==> config.mk <==
export PLATFORM = sky130hd
export DESIGN_NAME = ddr_arbiter
export DESIGN_NICKNAME = d
export VERILOG_FILES = /design/src/rtl/ddr_arbiter.sv
export SDC_FILE = /design/constraint.sdc
export NUM_CORES = 1
export LEC_CHECK = 0
export CAP_MARGIN = 0
export CORE_AREA = 2 2 185 187
export DETAILED_ROUTE_END_ITERATION = 6
export DIE_AREA = 0 0 187 189
export HOLD_SLACK_MARGIN = 0.06
export SLEW_MARGIN = 20
export SYNTH_ARGS = -nofsm -noshare
export SYNTH_HDL_FRONTEND = slang
export SYNTH_SLANG_ARGS = --single-unit
==> constraint.sdc <==
create_clock -name clk -period 6.07 [get_ports clk]
set_input_delay 0.9105 -clock clk [delete_from_list [all_inputs] [get_ports clk]]
set_output_delay 0.9105 -clock clk [all_outputs]
set_load 0.1 [all_outputs]
==> src/rtl/ddr_arbiter.sv <==
// ddr_arbiter: round-robin, ownership-based sharing of one host DDR port
// between NUM_CLIENTS internal masters. The owner keeps the port until it
// drops acquire and all of its read beats have returned.
// Optional feature macro: DDR_ARB_TIMEOUT_EN (ownership timeout with preemption).
module ddr_arbiter #(
    parameter int unsigned NUM_CLIENTS     = 2,
    parameter int unsigned MAX_OUTSTANDING = 256,
    parameter int unsigned TIMEOUT_CYCLES  = 1024
) (
    input  logic                      clk,
    input  logic                      reset,
    input  logic [NUM_CLIENTS-1:0]    cl_acquire,
    input  logic [NUM_CLIENTS*29-1:0] cl_addr,
    input  logic [NUM_CLIENTS*64-1:0] cl_wdata,
    input  logic [NUM_CLIENTS-1:0]    cl_read,
    input  logic [NUM_CLIENTS-1:0]    cl_write,
    input  logic [NUM_CLIENTS*8-1:0]  cl_burstcnt,
    input  logic [NUM_CLIENTS*8-1:0]  cl_byteenable,
    output logic [NUM_CLIENTS-1:0]    cl_busy,
    output logic [63:0]               cl_rdata,
    output logic [NUM_CLIENTS-1:0]    cl_rdata_ready,
    output logic                      ddr_acquire,
    output logic [28:0]               ddr_addr,
    output logic [63:0]               ddr_wdata,
    output logic                      ddr_read,
    output logic                      ddr_write,
    output logic [7:0]                ddr_burstcnt,
    output logic [7:0]                ddr_byteenable,
    input  logic [63:0]               ddr_rdata,
    input  logic                      ddr_busy,
    input  logic                      ddr_rdata_ready,
    output logic [NUM_CLIENTS-1:0]    preempted
);

    localparam int unsigned AW = 29;
    localparam int unsigned DW = 64;
    localparam int unsigned BW = 8;
    localparam int unsigned EW = 8;
    localparam int unsigned OW = $clog2(NUM_CLIENTS);
    localparam int unsigned CW = $clog2(MAX_OUTSTANDING + 1);
    localparam int unsigned SW = CW + BW + 1;

    // Elaboration-time parameter sanity
    if (NUM_CLIENTS < 2 || NUM_CLIENTS > 4) begin : g_bad_clients
        $error("ddr_arbiter: NUM_CLIENTS must be in 2..4");
    end
    if (MAX_OUTSTANDING < 1) begin : g_bad_outstanding
        $error("ddr_arbiter: MAX_OUTSTANDING must be at least 1");
    end
    if (TIMEOUT_CYCLES < 1) begin : g_bad_timeout
        $error("ddr_arbiter: TIMEOUT_CYCLES must be at least 1");
    end

    typedef enum logic [1:0] {
        IDLE  = 2'd0,
        GRANT = 2'd1,
        DRAIN = 2'd2
    } state_t;

    state_t        state;
    logic [OW-1:0] owner;
    logic [OW-1:0] last;
    logic [CW-1:0] outstanding;
    logic [CW-1:0] out_next;
    logic [OW-1:0] winner;
    logic          any_req;

    logic [AW-1:0] own_addr;
    logic [DW-1:0] own_wdata;
    logic [BW-1:0] own_burst;
    logic [EW-1:0] own_be;
    logic          own_read;
    logic          own_write;
    logic          own_acq;
    logic [SW-1:0] sum;
    logic          ovf;

    // Owner's request fields
    assign own_addr  = cl_addr[int'(owner)*AW +: AW];
    assign own_wdata = cl_wdata[int'(owner)*DW +: DW];
    assign own_burst = cl_burstcnt[int'(owner)*BW +: BW];
    assign own_be    = cl_byteenable[int'(owner)*EW +: EW];
    assign own_read  = cl_read[owner];
    assign own_write = cl_write[owner];
    assign own_acq   = cl_acquire[owner];

    // A read that would push the in-flight count past the limit is held off
    assign sum = SW'(outstanding) + SW'(own_burst);
    assign ovf = own_read && (sum > SW'(MAX_OUTSTANDING));

    assign any_req  = |cl_acquire;
    assign cl_rdata = ddr_rdata;

    // Round-robin search starting just after the last winner
    always_comb begin
        logic found;
        found  = 1'b0;
        winner = last;
        for (int unsigned i = 1; i <= NUM_CLIENTS; i++) begin
            if (!found && cl_acquire[OW'((32'(last) + i) % NUM_CLIENTS)]) begin
                found  = 1'b1;
                winner = OW'((32'(last) + i) % NUM_CLIENTS);
            end
        end
    end

    // Host-side muxing and per-client stall/read-valid routing
    always_comb begin
        cl_busy        = '1;
        cl_rdata_ready = '0;
        ddr_acquire    = 1'b0;
        ddr_addr       = '0;
        ddr_wdata      = '0;
        ddr_read       = 1'b0;
        ddr_write      = 1'b0;
        ddr_burstcnt   = '0;
        ddr_byteenable = '0;
        case (state)
            GRANT: begin
                ddr_acquire           = 1'b1;
                ddr_addr              = own_addr;
                ddr_wdata             = own_wdata;
                ddr_burstcnt          = own_burst;
                ddr_byteenable        = own_be;
                ddr_read              = own_read && !ovf;
                ddr_write             = own_write;
                cl_busy[owner]        = ddr_busy || ovf;
                cl_rdata_ready[owner] = ddr_rdata_ready;
            end
            DRAIN: begin
                ddr_acquire           = 1'b1;
                cl_rdata_ready[owner] = ddr_rdata_ready;
            end
            default: ;
        endcase
    end

    // In-flight read beat count; a stray beat at zero is dropped
    always_comb begin
        out_next = outstanding;
        if (ddr_read && !ddr_busy) begin
            out_next = out_next + CW'(own_burst);
        end
        if (ddr_rdata_ready && (outstanding != '0)) begin
            out_next = out_next - CW'(1);
        end
    end

`ifdef DDR_ARB_TIMEOUT_EN
    localparam int unsigned TW = $clog2(TIMEOUT_CYCLES + 1);

    logic [TW-1:0]          tmo;
    logic                   tmo_hit;
    logic [NUM_CLIENTS-1:0] others;

    assign tmo_hit = (tmo >= TW'(TIMEOUT_CYCLES - 1));

    // Requests from anyone other than the current owner
    always_comb begin
        others        = cl_acquire;
        others[owner] = 1'b0;
    end
`else
    assign preempted = '0;
`endif

    // Arbitration state machine and counters
    always_ff @(posedge clk) begin
        if (reset) begin
            state       <= IDLE;
            owner       <= '0;
            last        <= OW'(NUM_CLIENTS - 1);
            outstanding <= '0;
`ifdef DDR_ARB_TIMEOUT_EN
            tmo         <= '0;
            preempted   <= '0;
`endif
        end else begin
            outstanding <= out_next;
`ifdef DDR_ARB_TIMEOUT_EN
            preempted   <= '0;
`endif
            case (state)
                IDLE: begin
                    if (any_req) begin
                        owner <= winner;
                        last  <= winner;
                        state <= GRANT;
`ifdef DDR_ARB_TIMEOUT_EN
                        tmo   <= '0;
`endif
                    end
                end
                GRANT: begin
                    if (!own_acq) begin
                        state <= DRAIN;
`ifdef DDR_ARB_TIMEOUT_EN
                    end else if (tmo_hit && (|others)) begin
                        state            <= DRAIN;
                        preempted[owner] <= 1'b1;
                    end else if (!tmo_hit) begin
                        tmo <= tmo + TW'(1);
`endif
                    end
                end
                DRAIN: begin
                    if (outstanding == '0) begin
                        state <= IDLE;
                    end
                end
                default: state <= IDLE;
            endcase
        end
    end

endmodule
==> metrics.md <==
| Metric | Value |
|---|---|
| Status | completed |
| Slew Limit Fails | 0 |
| Synth cell types | 58 |
| Post-Syn Instances | about 500 |
| Final WS setup | around 1.0 ns |
| Vias per cell | 3.71 |
| Cts repair resizes | 0 |
| RSZ-0062 raised after global routing | false |
| FFs w/ async S/R, synth | 0 |
| Root buffer cell | clkbuf_16 |
| Clk slew on worst S/H paths | ~0.050 ns |
| PwrDens | approximately 480 nW/um^2 |
| TritonCTS clock tree | yes |
| GRT Util Overall | 0.113 |
| Sink Count | 13 |
| Avg Inst Size Synth | 7.73 um^2 |
| Critical path required time | 6.17 ns |
| WHS | around 0.49 ns |
| Setup TNS | 0 ns |
| Vias in the first global route | around 4.5k |
| ANT cells | 0 |
| Die H | around 190 um |
| Post-synth EDFFs | 0 |
| Clock buffer depth | 2 |
| First drt pass iteration count | 6 |
| P_leak | roughly 2.6 nW |
| DRC | 0 |
| Core area | approximately 33000 um^2 |
| First-pass GRT wire length | roughly 30000 um |
| Via count | around 4.5k |
| Seq pwr share | 0.053 |
| Sequential area share after synthesis | 0.0668 |
| Register bit count reported by yosys | 13 |
| Final ANT Viol Nets | 0 |
| Die Width | approximately 190 um |
| Combinational Power Share | 0.911 |
| Post-synthesis cell area | around 4000 um^2 |
| Number of max-cap violations | 0 |
| H-Tree Level Count | 1 |
| Sw power | 2.40 mW |
| Initial Util | 0.117 |
| Cts hold-fix bufs | 0 |
| Pin count of the biggest net entering global routing | approximately 110 |
| Int Power | 1.15 mW |
| HP Class | flop to flop |
| Clock share of power | 0.036 |
| Crit path max fanout | 19 |
| Drt initial violations | 140 |
| Share of cells above drive strength 1 | 0.0474 |
| Initial antenna violation count | 1 |
| Post-CTS Setup Bufs | 0 |
| Minimum clock period | 5.03 ns |
| GRT Residual Overflow | 0 |
| Syn. warnings | 0 |
| Rows | 67 |
| Clock Latency Late Sink | between 0.2 and 0.25 ns |
| Final wirelength | 21400 um |
| CP Capture Type | flop |
| Fin util | 0.223 |
| Final setup skew | 0.00230 ns |
| DP Worst Slack | 0.816 ns |
| Routability congestion estimate from global placement | around 0.82 |
| Io pins | around 470 |
| Final #Nets | ~1.1k |
| Slew margin rel. | 0.271 |
| Post-route clock period utilization | 0.829 |
| CP Class | primary input to flop |
| Setup violators final | 0 |
| Final hold violation count | 0 |
| Layout area overhead | 90.6% |
| VDD IR max | around 0.18 mV |
| Slew @ Worst Pin | roughly 1.1 ns |
| CP startpoint kind | primary input |
| Wire length per cell | approximately 18 um |
| R2R setup slack | 1.25 ns |
| Worst EP arrival | 5.14 ns |
| Max Fclk | 199 MHz |
| Die area | between 30000 and 40000 um^2 |
| Sw Share | 0.676 |
| Clock buffer count from CTS | 3 |
| Final HPWL DP | approximately 18000 um |
| Synth Flop Type | dfxtp_1 |
| Count of input and output buffers | around 340 |
## cell type report
type                    count  area, um^2
multi-input cells         384        3000
clock buffers               4        78.8
well taps                 448         561
repair buffers            346        3470
inverters                  13        48.8
fillers                  3705       25900
flip-flops and latches     13         264
## synth_stat cells (all sizes together), types with 3 or more instances
library cell / number / area (um^2)
and3: 4 / 30.0
a211oi: 5 / 37.5
o21a: 3 / 22.5
or3: 4 / 25.0
o21ai: 5 / 25.0
a21oi: 10 / 50.1
mux2: 9 / 101
or4: 5 / 45.0
or2: 3 / 18.8
nor2: 19 / 71.3
nand2: 16 / 60.1
clkbuf: 20 / 75.1
buf: 75 / 529
nor3: 10 / 60.1
xnor2: 8 / 70.1
nand4: 4 / 25.0
dfxtp: 13 / 260
mux2i: 107 / 1070
xor2: 6 / 52.6
nor2b: 104 / 651
and2: 12 / 76.3
inv: 13 / 48.8
ha: 13 / 163
a21o: 3 / 22.5
## state kept, by name, indices dropped and copies added (netlist names)
signal / cells
outstanding: 9
owner: 1
state: 2
last: 1
## routing by layer
layer	global-route usage	up-vias	share of wire
li1	-	2181	-
met3	0.0443	18	0.098
met5	0	-	0.00061
met2	0.194	229	0.49
met4	0.0220	2	0.016
met1	0.133	2054	0.40
## stage by stage
stage / cells / area, um^2 / total power [mW]
after floorplan: 505 / 3900 / 2.79
after global placement: 1203 / 7310 / 3.42
after detailed placement: 1203 / 7310 / 3.43
after CTS: 1207 / 7390 / 3.57
after global routing: 1208 / 7420 / 3.71
final: 1208 / 7420 / 3.55
## logic make-up after synthesis
kind of cell | Yosys count | synth area share
DFF | 13 | 0.0668
and+or+nand+nor | 194 | 0.301
AOI/OAI and AO/OA | 44 | 0.0839
other | 1 | 0.000963
muxes | 116 | 0.301
xor gates and xnor gates | 14 | 0.0315
buffers and inverters | 108 | 0.168
adders and majority gates | 14 | 0.0469
## power groups by stage
stage                     registers, mW  clock network, mW  logic (mW)
after floorplan                   0.137                  0        2.65
after global placement            0.188                  0        3.23
after detailed placement          0.190                  0        3.24
after CTS                         0.188              0.128        3.25
after global routing              0.193              0.133        3.39
final                             0.187              0.128        3.24
## critical path: stages
cell and delay (ns):
clkdlybuf4s50_1 0.41, mux2i_1 0.14, buf_4 0.17, inv_1 0.05, ha_1 0.26, a211o_1 0.33, a21o_1 0.19, a2111oi_2 0.39
o2bb2ai_1 0.18, o21ai_1 0.21, nand3_2 0.36, mux2_2 0.36, ha_1 0.17, nand2_1 0.16, or4_1 0.57, a31oi_1 0.23
nor3_2 0.05
## worst paths after layout
| path | from | cells past startpoint | endpoint |
|---|---|---|---|
| max | cl_burstcnt[9] | 17 | outstanding[8] |
| min | last | 1 | last |
| min reg2reg | last | 1 | last |
| max reg2reg | owner | 16 | outstanding[8] |
## cell usage in the layout, fill, tap and decap left out, drive strengths merged, types with 3 or more instances in the layout
master / synthesis / routed
xnor2: 8 / 8
o21ai: 5 / 5
dfxtp: 13 / 13
buf: 75 / 10
a21oi: 10 / 10
inv: 13 / 13
or2: 3 / 3
mux2i: 107 / 107
nand4: 4 / 4
nand2: 16 / 16
a211oi: 5 / 5
o21a: 3 / 3
or4: 5 / 5
or3: 4 / 4
and2: 12 / 12
clkdlybuf4s50: 0 / 336
ha: 13 / 13
clkbuf: 20 / 4
nor2: 19 / 19
a21o: 3 / 3
xor2: 6 / 6
and3: 4 / 4
nor3: 10 / 10
nor2b: 104 / 104
mux2: 9 / 9
Note: power is estimated with default switching activity, not from simulation.
